`src/rtl/e32_config_controller.sv`:
```
// E32 config-mode command parser: collects C0..C4 frames, owns the five config registers, queues replies.
// Latency: a command executes END_PROCESS_COMMAND cycles after its last byte; reply bytes follow at most every 2nd cycle.
// Backpressure: tx_ready=0 stalls the reply indefinitely; rx bytes outside IDLE/COLLECT are dropped, never buffered.
module e32_config_controller #(
  parameter int          TIMEOUT_CYCLES      = 960,
  parameter int          END_PROCESS_COMMAND = 6250,
  parameter int          END_PROCESS_RESET   = 12500,
  parameter logic [7:0]  VERSION_BYTE        = 8'h0D,
  parameter logic [7:0]  FEATURE_BYTE        = 8'h14
) (
  input  logic       clk,
  input  logic       rst,
  input  logic [1:0] mode,
  input  logic [7:0] rx_data,
  input  logic       rx_flag,
  input  logic       tx_ready,
  output logic [7:0] tx_data,
  output logic       tx_use,
  output logic       aux,
  output logic       reset_req,
  output logic [7:0] addh,
  output logic [7:0] addl,
  output logic [7:0] sped,
  output logic [7:0] chan,
  output logic [7:0] option,
  output logic       cfg_update,
  output logic       cfg_saved
);

  // One timer serves the byte gap, the processing delay and the reset hold, so it is sized for the largest.
  localparam int MAX_A = (TIMEOUT_CYCLES > END_PROCESS_COMMAND) ? TIMEOUT_CYCLES : END_PROCESS_COMMAND;
  localparam int MAX_P = (MAX_A > END_PROCESS_RESET) ? MAX_A : END_PROCESS_RESET;
  localparam int TW    = $clog2(MAX_P + 1);

  localparam logic [TW-1:0] TMR_MAX   = {TW{1'b1}};
  localparam logic [TW-1:0] TMR_ONE   = TW'(1);
  localparam logic [TW-1:0] GAP_LAST  = TW'(TIMEOUT_CYCLES - 1);
  localparam logic [TW-1:0] EXEC_LAST = TW'(END_PROCESS_COMMAND - 1);
  localparam logic [TW-1:0] HOLD_LAST = TW'(END_PROCESS_RESET - 1);

  typedef enum logic [2:0] {
    S_IDLE, S_COLLECT, S_PROCESS, S_RESPOND, S_RESET_HOLD
  } state_t;

  state_t        state_q, state_d;
  logic [TW-1:0] timer_q, timer_d, timer_inc;
  logic [2:0]    cnt_q, cnt_d, cnt_inc;
  logic [2:0]    len_q, len_d;
  // Frame buffer; after execution it is rewritten in place with the reply bytes.
  logic [7:0]    frm_q [6];
  logic [7:0]    frm_d [6];
  logic [7:0]    addh_q, addh_d, addl_q, addl_d, sped_q, sped_d;
  logic [7:0]    chan_q, chan_d, option_q, option_d;
  logic [7:0]    tx_data_q, tx_data_d;
  logic          tx_use_q, tx_use_d;
  logic          aux_q, aux_d;
  logic          reset_req_q, reset_req_d;
  logic          cfg_update_q, cfg_update_d;
  logic          cfg_saved_q, cfg_saved_d;

  // Next-state and next-output computation for the whole controller.
  always_comb begin
    state_d      = state_q;
    timer_d      = timer_q;
    cnt_d        = cnt_q;
    len_d        = len_q;
    frm_d        = frm_q;
    addh_d       = addh_q;
    addl_d       = addl_q;
    sped_d       = sped_q;
    chan_d       = chan_q;
    option_d     = option_q;
    tx_data_d    = tx_data_q;
    tx_use_d     = 1'b0;
    aux_d        = aux_q;
    reset_req_d  = 1'b0;
    cfg_update_d = 1'b0;
    cfg_saved_d  = cfg_saved_q;
    cnt_inc      = cnt_q + 3'd1;
    timer_inc    = (timer_q == TMR_MAX) ? timer_q : timer_q + TMR_ONE;

    case (state_q)
      S_IDLE: begin
        aux_d = 1'b1;
        if (rx_flag && mode == 2'b11) begin
          case (rx_data)
            8'hC0, 8'hC2: begin
              frm_d[0] = rx_data;
              len_d    = 3'd6;
              cnt_d    = 3'd1;
              timer_d  = '0;
              state_d  = S_COLLECT;
            end
            8'hC1, 8'hC3, 8'hC4: begin
              frm_d[0] = rx_data;
              len_d    = 3'd3;
              cnt_d    = 3'd1;
              timer_d  = '0;
              state_d  = S_COLLECT;
            end
            default: ;
          endcase
        end
      end

      S_COLLECT: begin
        if (mode != 2'b11) begin
          state_d = S_IDLE;
        end else if (rx_flag) begin
          // A byte landing on the expiry cycle still counts, so rx_flag is tested before the timer.
          frm_d[cnt_q] = rx_data;
          timer_d      = '0;
          if (len_q == 3'd3 && rx_data != frm_q[0]) begin
            state_d = S_IDLE;
          end else begin
            cnt_d = cnt_inc;
            if (cnt_inc == len_q) begin
              state_d = S_PROCESS;
              aux_d   = 1'b0;
              // The cycle of the final byte is the first counted processing cycle.
              timer_d = TMR_ONE;
            end
          end
        end else if (timer_q >= GAP_LAST) begin
          state_d = S_IDLE;
        end else begin
          timer_d = timer_inc;
        end
      end

      S_PROCESS: begin
        aux_d = 1'b0;
        if (timer_q >= EXEC_LAST) begin
          timer_d = '0;
          cnt_d   = 3'd0;
          state_d = S_RESPOND;
          case (frm_q[0])
            8'hC0, 8'hC2: begin
              addh_d       = frm_q[1];
              addl_d       = frm_q[2];
              sped_d       = frm_q[3];
              chan_d       = frm_q[4];
              option_d     = frm_q[5];
              cfg_update_d = 1'b1;
              cfg_saved_d  = (frm_q[0] == 8'hC0);
              len_d        = 3'd6;
            end
            8'hC1: begin
              frm_d[0] = 8'hC0;
              frm_d[1] = addh_q;
              frm_d[2] = addl_q;
              frm_d[3] = sped_q;
              frm_d[4] = chan_q;
              frm_d[5] = option_q;
              len_d    = 3'd6;
            end
            8'hC3: begin
              frm_d[0] = 8'hC3;
              frm_d[1] = 8'h32;
              frm_d[2] = VERSION_BYTE;
              frm_d[3] = FEATURE_BYTE;
              len_d    = 3'd4;
            end
            8'hC4: begin
              reset_req_d = 1'b1;
              state_d     = S_RESET_HOLD;
            end
            default: ;
          endcase
        end else begin
          timer_d = timer_inc;
        end
      end

      S_RESPOND: begin
        aux_d = 1'b0;
        // tx_use_q blocks back-to-back strobes so the transmitter sees at least one idle cycle.
        if (tx_ready && !tx_use_q) begin
          tx_data_d = frm_q[cnt_q];
          tx_use_d  = 1'b1;
          cnt_d     = cnt_inc;
          if (cnt_inc == len_q) begin
            state_d = S_IDLE;
            aux_d   = 1'b1;
          end
        end
      end

      S_RESET_HOLD: begin
        aux_d = 1'b0;
        if (timer_q >= HOLD_LAST) begin
          timer_d = '0;
          state_d = S_IDLE;
          aux_d   = 1'b1;
        end else begin
          timer_d = timer_inc;
        end
      end

      default: state_d = S_IDLE;
    endcase
  end

  // State and output registers with synchronous reset to the power-on configuration.
  always_ff @(posedge clk) begin
    if (rst) begin
      state_q      <= S_IDLE;
      timer_q      <= '0;
      cnt_q        <= 3'd0;
      len_q        <= 3'd0;
      for (int i = 0; i < 6; i++) frm_q[i] <= 8'h00;
      addh_q       <= 8'h00;
      addl_q       <= 8'h00;
      sped_q       <= 8'h1A;
      chan_q       <= 8'h17;
      option_q     <= 8'h44;
      tx_data_q    <= 8'h00;
      tx_use_q     <= 1'b0;
      aux_q        <= 1'b1;
      reset_req_q  <= 1'b0;
      cfg_update_q <= 1'b0;
      cfg_saved_q  <= 1'b0;
    end else begin
      state_q      <= state_d;
      timer_q      <= timer_d;
      cnt_q        <= cnt_d;
      len_q        <= len_d;
      frm_q        <= frm_d;
      addh_q       <= addh_d;
      addl_q       <= addl_d;
      sped_q       <= sped_d;
      chan_q       <= chan_d;
      option_q     <= option_d;
      tx_data_q    <= tx_data_d;
      tx_use_q     <= tx_use_d;
      aux_q        <= aux_d;
      reset_req_q  <= reset_req_d;
      cfg_update_q <= cfg_update_d;
      cfg_saved_q  <= cfg_saved_d;
    end
  end

  assign tx_data    = tx_data_q;
  assign tx_use     = tx_use_q;
  assign aux        = aux_q;
  assign reset_req  = reset_req_q;
  assign addh       = addh_q;
  assign addl       = addl_q;
  assign sped       = sped_q;
  assign chan       = chan_q;
  assign option     = option_q;
  assign cfg_update = cfg_update_q;
  assign cfg_saved  = cfg_saved_q;

endmodule

```
`config.mk`:
```
export PLATFORM = sky130hd
export DESIGN_NAME = e32_config_controller
export DESIGN_NICKNAME = d
export VERILOG_FILES = /design/src/rtl/e32_config_controller.sv
export SDC_FILE = /design/constraint.sdc
export NUM_CORES = 1
export LEC_CHECK = 0
export ABC_AREA = 0
export CAP_MARGIN = 10
export CORE_UTILIZATION = 57
export CTS_BUF_LIST = sky130_fd_sc_hd__clkbuf_8 sky130_fd_sc_hd__clkbuf_16
export CTS_CLUSTER_DIAMETER = 40
export DETAILED_ROUTE_END_ITERATION = 8
export GPL_TIMING_DRIVEN = 1
export MAX_ROUTING_LAYER = met4
export PLACE_DENSITY_LB_ADDON = 0.3
export SKIP_LAST_GASP = 1
export SLEW_MARGIN = 20
export SYNTH_ARGS = -nofsm -noshare
export SYNTH_HDL_FRONTEND = slang
export SYNTH_SLANG_ARGS = --single-unit
```
`constraint.sdc`:
```
create_clock -name clk -period 2.7 [get_ports clk]
set_input_delay 0.405 -clock clk [delete_from_list [all_inputs] [get_ports clk]]
set_output_delay 0.405 -clock clk [all_outputs]
set_load 0.05 [all_outputs]
```
=== Word level (Yosys, flattened, before mapping) ===
Index checks and enable logic that the tools add are counted.
W data, S select, Z words.

* Bits in registers: 124
* Output and inout port bits: 53

* Add/subtract/negate cells: 2
* Order comparisons: 5
* Eq/ne operators: 37
* Muxes and demuxes: 61
* Bitwise operators: 4
* Reduce and logical (&&, ||, !) cells: 29

{| class="wikitable"
|+ Operators by type and width
! cell !! count
|-
| $mux W48 || 3
|-
| $mux W14 || 8
|-
| $eq A8 B8 Y1 const B || 10
|-
| $pmux W40 S2 || 1
|-
| $pmux W32 S2 || 1
|-
| $mux W3 || 19
|-
| $pmux W14 S4 || 1
|-
| $bwmux W48 || 1
|-
| $mux W8 || 5
|-
| $reduce_and A5 Y1 || 5
|-
| $bmux W8 S3 || 1
|-
| $demux W8 S3 || 1
|-
| $pmux W8 S3 || 1
|-
| $ne A2 B2 Y1 const B || 11
|-
| $pmux W3 S2 || 3
|-
| $mux W16 || 1
|-
| $reduce_and A8 Y1 || 2
|-
| $pmux W3 S5 || 1
|-
| $add A14 B1 Y14 const B || 1
|-
| $eq A14 B14 Y1 const B || 1
|-
| $ge A14 B10 Y1 const B || 1
|-
| $ge A14 B13 Y1 const B || 1
|-
| $ge A14 B14 Y1 const B || 1
|-
| $mux W1 || 12
|-
| other kinds (32) || 46
|}

=== Depth between registers and ports, before layout ===
Gate-level depths: netlist (run 1).

* Depth in word-level cells: 9
* Depth in mapped cells: 9
* Mapped depth without buffers: 8

=== Worst setup path after synthesis (run 1) ===
OpenSTA, ideal clock, no wires.

* Path type: reg-to-reg
* Start point: register timer_q[0]
* End point: register timer_q[8]
* Library setup time: 117 ps
* Data arrival time: 2161 ps
* Data required time: 2583 ps
* Slack: 423 ps
* Stages on the path, launching flop included: 9
* Clock period less this slack: 2277 ps
* Cells stage by stage: dfxtp_1 > inv_1 > ha_1 > nor4b_1 > o311ai_1 > a21oi_1 > o31ai_2 > o22ai_1 > a22o_1

* Word-level cells in the longest chain between the ends: 6
* Elaborated cells on any way between the ends: 14

{| class="wikitable"
|+ RTL lines
! item !! RTL line !! RTL
|-
| from (decl) || 46 || <nowiki>logic [TW-1:0] timer_q, timer_d, timer_inc;</nowiki>
|-
| from (signal assigned) || 225 || <nowiki>timer_q <= timer_d;</nowiki>
|-
| $add A14 B1 Y14 or $eq A14 B14 Y1 (tied branches) || 80 || <nowiki>timer_inc = (timer_q == TMR_MAX) ? timer_q : timer_q + TMR_ONE;</nowiki>
|-
| $mux W14 || 80 ||
|-
| $mux W14 || 124 || <nowiki>end else if (timer_q >= GAP_LAST) begin</nowiki>
|-
| $mux W14 || 109 || <nowiki>end else if (rx_flag) begin</nowiki>
|-
| $mux W14 || 107 || <nowiki>if (mode != 2'b11) begin</nowiki>
|-
| $pmux W14 S4 || 82 || <nowiki>case (state_q)</nowiki>
|}

Several ways; a longest one is shown, not always the timed one. The select of a mux whose other input is x is not followed.
A chain may end at the register's enable or synchronous reset.

=== Worst setup path after layout (run 1) ===
* Start point: register timer_q[0]
* End point: register frm_q[14] (netlist bit)

* Word-level cells in the longest chain between the ends: 3

{| class="wikitable"
|+ RTL lines
! item !! RTL line !! RTL
|-
| $ge A14 B13 Y1 || 133 || <nowiki>if (timer_q >= EXEC_LAST) begin</nowiki>
|-
| $ne A2 B2 Y1 (no line) || -- ||
|-
| $reduce_and A5 Y1 (no line) || -- ||
|-
| to (signal assigned) || 228 || <nowiki>frm_q <= frm_d;</nowiki>
|-
| to (decl) || 50 || <nowiki>logic [7:0] frm_q [6];</nowiki>
|}

No other way between the ends.

==> results.yml, run 1 <==
routing:
  routed_wirelength_um: 19000
  drt_pass1_iterations: 9
  num_vias: 6094
  vias_per_cell: 6.40
  antenna_left: 0
  wl_per_cell_um: 20.0
  drc_errors: 0
  drt_iter0_markers: 564
pwr:
  switching_share_pct: 34.1
  combPwrFrac_pct: 28.6
  seqPwrFrac_pct: 33.0
  p_clk_share_pct: 38.4
  leakagePower_nw: 2.99
  power-per-cell-area_mw_per_mm2: 790
  peakVddDrop_mv: 0.609
  p_int_mw: 4.13
  switchingPower_mw: 2.14
timing:
  worstMarginPinSlew_ps: 732
  period_minus_slack_ps: 2680
  timing.final.crit_share_pct: 99.2
  max_freq_mhz: 373
  setup_violations: 0
  finClkSkew_ps: 8.29
  slew_violations: 0
  grt_setup_unrepaired: "yes"
  finalHoldViolCount: 0
  worst_slew_margin_rel_pct: 51.2
global_route:
  grt_overflow: 0
  grt_pass1_wl_um: 29800
  antenna_found_initial: 0
  grt_usage_pct: 34.8
  grt_pass1_vias: 5795
  grt_max_degree: 71
clock_tree:
  cts_root_buf: "clkbuf_8"
  clk_transition_reported_paths_ps: 60
  cts_hold_buf: 0
  cts_tree: "built"
  cts_buffers: 17
  cts.sinks: 124
  cts_buffer_depth: 2
  h-tree-depth: 4
  clock_latency_ps: 540
final_layout:
  diodes: 0
  nets: 817
  post-route-util_pct: 73.1
  seqCellArea_sq_mm: 0.00248
  area_growth_pct: 25.3
  layout-drive-gt1-share_pct: 13.7
  multi_input_area_sq_mm: 0.00353
  final_cells: 952
  fillCellCount: 832
synth:
  yosysTopAreaCell: "dfxtp_1"
  yosysTopAreaCellShare_pct: 39.2
  synth_edf_count: 0
  synth_area_leaders: "dfxtp_1, mux2i_1, nor2_1"
  synth.distinct_cells: 78
  avgSynthCellArea_sq_um: 8.74
  ys_warn_count: 0
  seq_area_frac_synth_pct: 39.2
  synth_ff_type: "dfxtp_1"
  synthArstFlopShare_pct: 0
  ys_seq_elements: 124
  netlist_area_sq_mm: 0.00633
  syn_inst: 724
  syn-num-nets: 742
critical_path:
  end_kind: "flip-flop"
  cp_max_fo: 6
  startpoint_type: "flip-flop"
  path_class: "flip-flop to flip-flop"
  critPathArrivalTime_ps: 3090
  crit_required_ps: 3110
flow_run:
  maxCapViolCount: 0
placed_design:
  gp_congestion: 0.950
  placed_cells_incl_taps: 910
  place_hpwl_um: 12500
  portBuffers: 66
status:
  status: "complete, no violations"
die:
  ios: 67
  die_w_um: 107
  initial_utilization_pct: 58.4
  die_h_um: 107
  die_area_sq_mm: 0.0115
  core_area_sq_mm: 0.0108
  rows: 38
hold_path:
  min_path_type: "input pin to flip-flop"
==> logic make-up (layout without fill, tap and decap cells) <==
| group | after synthesis | in the layout | synth area share, % |
|---|---|---|---|
| xor gates and xnor gates | 18 | 18 | 2.71 |
| buffers and inverters | 73 | 161 | 5.14 |
| DFF | 124 | 124 | 39.2 |
| and+or+nand+nor | 274 | 274 | 21.1 |
| adders and majority gates | 4 | 4 | 0.791 |
| AOI/OAI and AO/OA | 172 | 172 | 21.2 |
| muxes | 59 | 59 | 9.83 |
==> Yosys cell counts (7+ instances only) <==
cell	number
a211o_1	9
a211oi_1	25
a21oi_1	32
a22oi_1	20
a31oi_1	7
and2_1	9
and3_1	8
buf_2	10
clkbuf_1	36
dfxtp_1	124
inv_1	20
mux2i_1	52
nand2_1	43
nand2b_1	9
nand3_1	16
nand4_1	11
nor2_1	124
nor2b_1	7
nor3_1	12
o21ai_0	11
xnor2_1	11
==> flip-flops by register name, summed over array words and instances, names as in the netlist <==
name / flops
reset_req: 1
cfg_saved: 1
option: 8
len_q: 3
chan: 8
cnt_q: 3
timer_q: 14
state_q: 3
addl: 8
aux: 1
addh: 8
frm_q: 48
sped: 8
cfg_update: 1
tx_data: 8
tx_use: 1
==> power groups by stage <==
stage,registers [mW],clock network (mW),logic [mW]
finish,2.07,2.40,1.79
global route,2.08,2.50,1.90
floorplan,2.03,0,1.25
CTS,2.07,2.42,1.73
detailed placement,2.11,0,1.70
global placement,2.10,0,1.68
==> layer usage <==
metal	global-route usage [%]	share of wire, %
met5	-	0
met4	15.9	3.5
met3	8.66	8.2
met2	54.4	47
met1	42.4	41
==> worst max-delay path: stages (launching register included) <==
cell and delay [ps]:
dfxtp_1 440, inv_1 110, ha_1 200, nor4b_1 140, o311ai_1 400, buf_4 230
nand3_4 190, a21oi_4 260, buf_4 140, nor2_1 60, a311oi_1 390
==> layout make-up <==
class / instances / share of cell area (%)
multi-input cells: 527 / 44.5
repair buffers: 109 / 13.2
clock inverters: 14 / 2.43
well taps: 140 / 2.21
flip-flops and latches: 124 / 31.3
clock buffers: 18 / 5.40
inverters: 20 / 0.947
==> timing repair <==
| item | 4_1_cts | 5_1_grt |
|---|---|---|
| endpoints found under the setup margin | 33 | 34 |
| endpoints found under the hold margin | 0 | 0 |
| pin swaps | 4 | 0 |
| gates resized for setup | 0 | 3 |
| buffers inserted | 10 | 0 |
==> cell usage in the layout, fill, tap and decap left out, types with 5 or more instances in the layout <==
cell type	n
nor2_1	124
and3_1	8
dfxtp_1	124
xnor2_1	11
nand2b_1	9
xor2_1	6
a211oi_2	6
a31oi_1	7
nor2b_1	7
nor4_1	6
a22oi_1	20
o22ai_1	6
nand2_1	43
mux2_2	5
inv_1	20
buf_4	39
clkdlybuf4s50_1	65
nand3_1	16
a21oi_1	31
mux2i_1	52
and2_1	9
a21oi_4	5
nand4_1	11
clkbuf_16	16
a211o_1	9
nor3_1	12
o211ai_1	6
o21ai_0	11
buf_12	5
a211oi_1	25
==> path summary, 6_finish.rpt <==
kind / from / endpoint / slack, ps / depth (start not counted)
max: timer_q[0] / frm_q[14] / 20 / 10
min: rst / timer_q[0] / 330 / 3
max reg2reg: timer_q[0] / frm_q[14] / 20 / 10
min reg2reg: tx_data[5] / tx_data[5] / 460 / 2
==> through the flow <==
step / TNS (ps) / worst slack (ps) / area [sq um] / power [mW] / hold slack [ps]
after floorplan: 0 / 423 / 6330 / 3.28 / 455
after global placement: 0 / 72.7 / 7180 / 3.78 / 444
after detailed placement: -233 / -56.1 / 7180 / 3.80 / 453
after CTS: -22.0 / -22.0 / 7920 / 6.22 / 315
after global routing: -11.6 / -9.23 / 7930 / 6.49 / 336
final: 0 / 21.6 / 7930 / 6.27 / 332
No activity file was read; power rests on OpenSTA's default activity.
==> inputs of run 2 (changes only) <==
--- a/config.mk
+++ b/config.mk
@@ -5,14 +5,12 @@
 export SDC_FILE = /design/constraint.sdc
 export NUM_CORES = 1
 export LEC_CHECK = 0
-export ABC_AREA = 0
 export CAP_MARGIN = 10
 export CORE_UTILIZATION = 57
 export CTS_BUF_LIST = sky130_fd_sc_hd__clkbuf_8 sky130_fd_sc_hd__clkbuf_16
 export CTS_CLUSTER_DIAMETER = 40
 export DETAILED_ROUTE_END_ITERATION = 8
 export GPL_TIMING_DRIVEN = 1
-export MAX_ROUTING_LAYER = met4
 export PLACE_DENSITY_LB_ADDON = 0.3
 export SKIP_LAST_GASP = 1
 export SLEW_MARGIN = 20
==> constraint.sdc (replaced) <==
create_clock -name clk -period 2.5 [get_ports clk]
set_input_delay 0.375 -clock clk [delete_from_list [all_inputs] [get_ports clk]]
set_output_delay 0.375 -clock clk [all_outputs]
set_load 0.05 [all_outputs]
==> run 2 against run 1 <==
  * Critical path depth is 1 lower
  * Via count decreased by 0.26%
  * Count of clock-buffer cells in the layout rose by 1
  * Combinational power up 10%
  * Global-route usage down 1.6 points
  * Sequential share of layout area is 0.28 points lower
  * Sequential power increased by 7%
  * Highest routed layer unchanged
==> results.yml, run 2 (same netlist as run 1, synthesis figures left out) <==
status:
  status: "complete, no violations"
placed_design:
  portBuffers: 66
  place_hpwl_um: 12900
  gp_congestion: 0.938
  place_area_sq_mm: 0.00730
clock_tree:
  h-tree-depth: 4
  cts_hold_buf: 0
  cts_buffers: 17
  clk_transition_reported_paths_ps: 60
  cts.sinks: 124
  cts_buffer_depth: 2
  clock_latency_ps: 540
  cts_tree: "built"
  cts_root_buf: "clkbuf_8"
final_layout:
  nets: 835
  area_growth_pct: 26.5
  largest_reg_flops: 48
  layout_common_cells: "nor2_1, dfxtp_1, clkdlybuf4s50_1, buf_4, mux2i_1"
  reg_top3: "frm_q x48, timer_q x14"
  final_common_cell: "nor2_1"
  layout-drive-gt1-share_pct: 15.5
  diodes: 0
  regMostFlops: "frm_q"
  design_area_sq_mm: 0.00800
timing:
  max_freq_mhz: 408
  setup_violations: 0
  worst_slew_margin_rel_pct: 62.3
  finClkSkew_ps: 6.60
  slew_violations: 0
  worstMarginPinSlew_ps: 565
  period_minus_slack_ps: 2450
  grt_setup_unrepaired: "yes"
  finalHoldViolCount: 0
  finalHoldWorstSlack_ps: 226
  timing.final.crit_share_pct: 98.1
die:
  ios: 67
  rows: 38
  die_h_um: 107
  initial_utilization_pct: 58.4
  die_w_um: 107
  die_area_sq_mm: 0.0115
  core_area_sq_mm: 0.0108
hold_path:
  min_path_type: "input pin to flip-flop"
  holdPathEnd: "chan[5]"
  min_path_cells: 2
  hold_start: "rst"
pwr:
  peakVddDrop_mv: 0.649
  p_total_mw: 6.49
  leakagePower_nw: 3.05
  power-per-cell-area_mw_per_mm2: 811
global_route:
  grt_max_degree: 55
  grt_pass1_wl_um: 29500
  grt_pass1_vias: 5851
  grt_usage_pct: 33.3
  antenna_found_initial: 0
  grt_overflow: 0
routing:
  met3WireLength_um: 1520
  m1WireLength_um: 7540
  drt_iter0_markers: 644
  routed_wirelength_um: 18500
  num_vias: 6078
  antenna_left: 0
  vias_per_cell: 6.27
  wl_per_cell_um: 19.1
  drt_pass1_iterations: 5
  drc_errors: 0
  top_layer: "met4"
  met2_length_um: 8720
critical_path:
  r2r_cells: 9
  path_class: "flip-flop to flip-flop"
  r2r_slack_ps: 50
  critPathArrivalTime_ps: 2910
  timing.rr.end: "timer_q[9]"
  end_kind: "flip-flop"
  crit_required_ps: 2960
  cp_max_fo: 5
  startpoint_type: "flip-flop"
  reg2reg_from: "timer_q[1]"
flow_run:
  maxCapViolCount: 0
[run 2: final cells by class]
cell class	instances	area, sq um
multi-input combinational	527	3530
fill	818	2840
sequential	124	2480
timing repair buffer	127	1180
clock buffer	19	442
tap	140	175
clock inverter	13	119
inverter	20	75.1
[run 2: what timing repair did]
item / in CTS / in global routing
resized for setup: 2 / 2
pin swaps: 2 / 4
endpoints found under the setup margin: 49 / 40
setup buffers: 5 / 6
endpoints found under the hold margin: 0 / 0
[run 2: report_power, final]
group	internal, mW	switching (mW)	total, mW
clock	1.37	0.936	2.31
sequential	2.06	0.151	2.21
combinational	0.777	1.19	1.97
total	4.21	2.28	6.49
[run 2: worst max-delay path by stage]
stage	startpoint	end	depth (start not counted)	slack (ps)
2_1_floorplan	timer_q[0]	timer_q[8]	8	220
3_3_place_gp	rx_data[7]	timer_q[5]	9	-50
3_5_place_dp	timer_q[0]	frm_q[7]	9	-140
4_1_cts	timer_q[1]	timer_q[9]	9	10
5_1_grt	timer_q[1]	timer_q[9]	9	-30
6_report	timer_q[1]	timer_q[9]	9	50
[run 2: routing by layer]
layer | vias up | track usage, %
met2 | 301 | 52.8
li1 | 2817 | -
met4 | 0 | 17.3
met5 | - | 0
met3 | 56 | 7.26
met1 | 2904 | 42.3
[run 2: critical path, stage by stage, from the launching register on]
cell and delay [ps]:
dfxtp_1 380, inv_1 90, ha_1 180, nor4b_1 360, o311ai_1 170, buf_4 190
a21oi_2 270, o31ai_2 140, or4_1 490, o211ai_1 100
[run 2: metrics by stage]
stage | utilization, % | setup WS [ps] | instances | TNS (ps)
floorplan | - | 223 | 724 | 0
global placement | 67.3 | -53.5 | 927 | -74.4
detailed placement | 67.3 | -139 | 927 | -2180
CTS | 73.3 | 10.4 | 964 | 0
global route | 73.8 | -33.5 | 970 | -88.9
finish | 73.8 | 47.3 | 970 | 0
==> inputs of run 3 (changes only) <==
--- a/config.mk
+++ b/config.mk
@@ -5,6 +5,7 @@
 export SDC_FILE = /design/constraint.sdc
 export NUM_CORES = 1
 export LEC_CHECK = 0
+export ABC_CLOCK_PERIOD_IN_PS = 2500
 export CAP_MARGIN = 10
 export CORE_UTILIZATION = 57
 export CTS_BUF_LIST = sky130_fd_sc_hd__clkbuf_8 sky130_fd_sc_hd__clkbuf_16
==> results of run 3 <==
The final DEF is identical to that of run 2; final timing and power are the same.
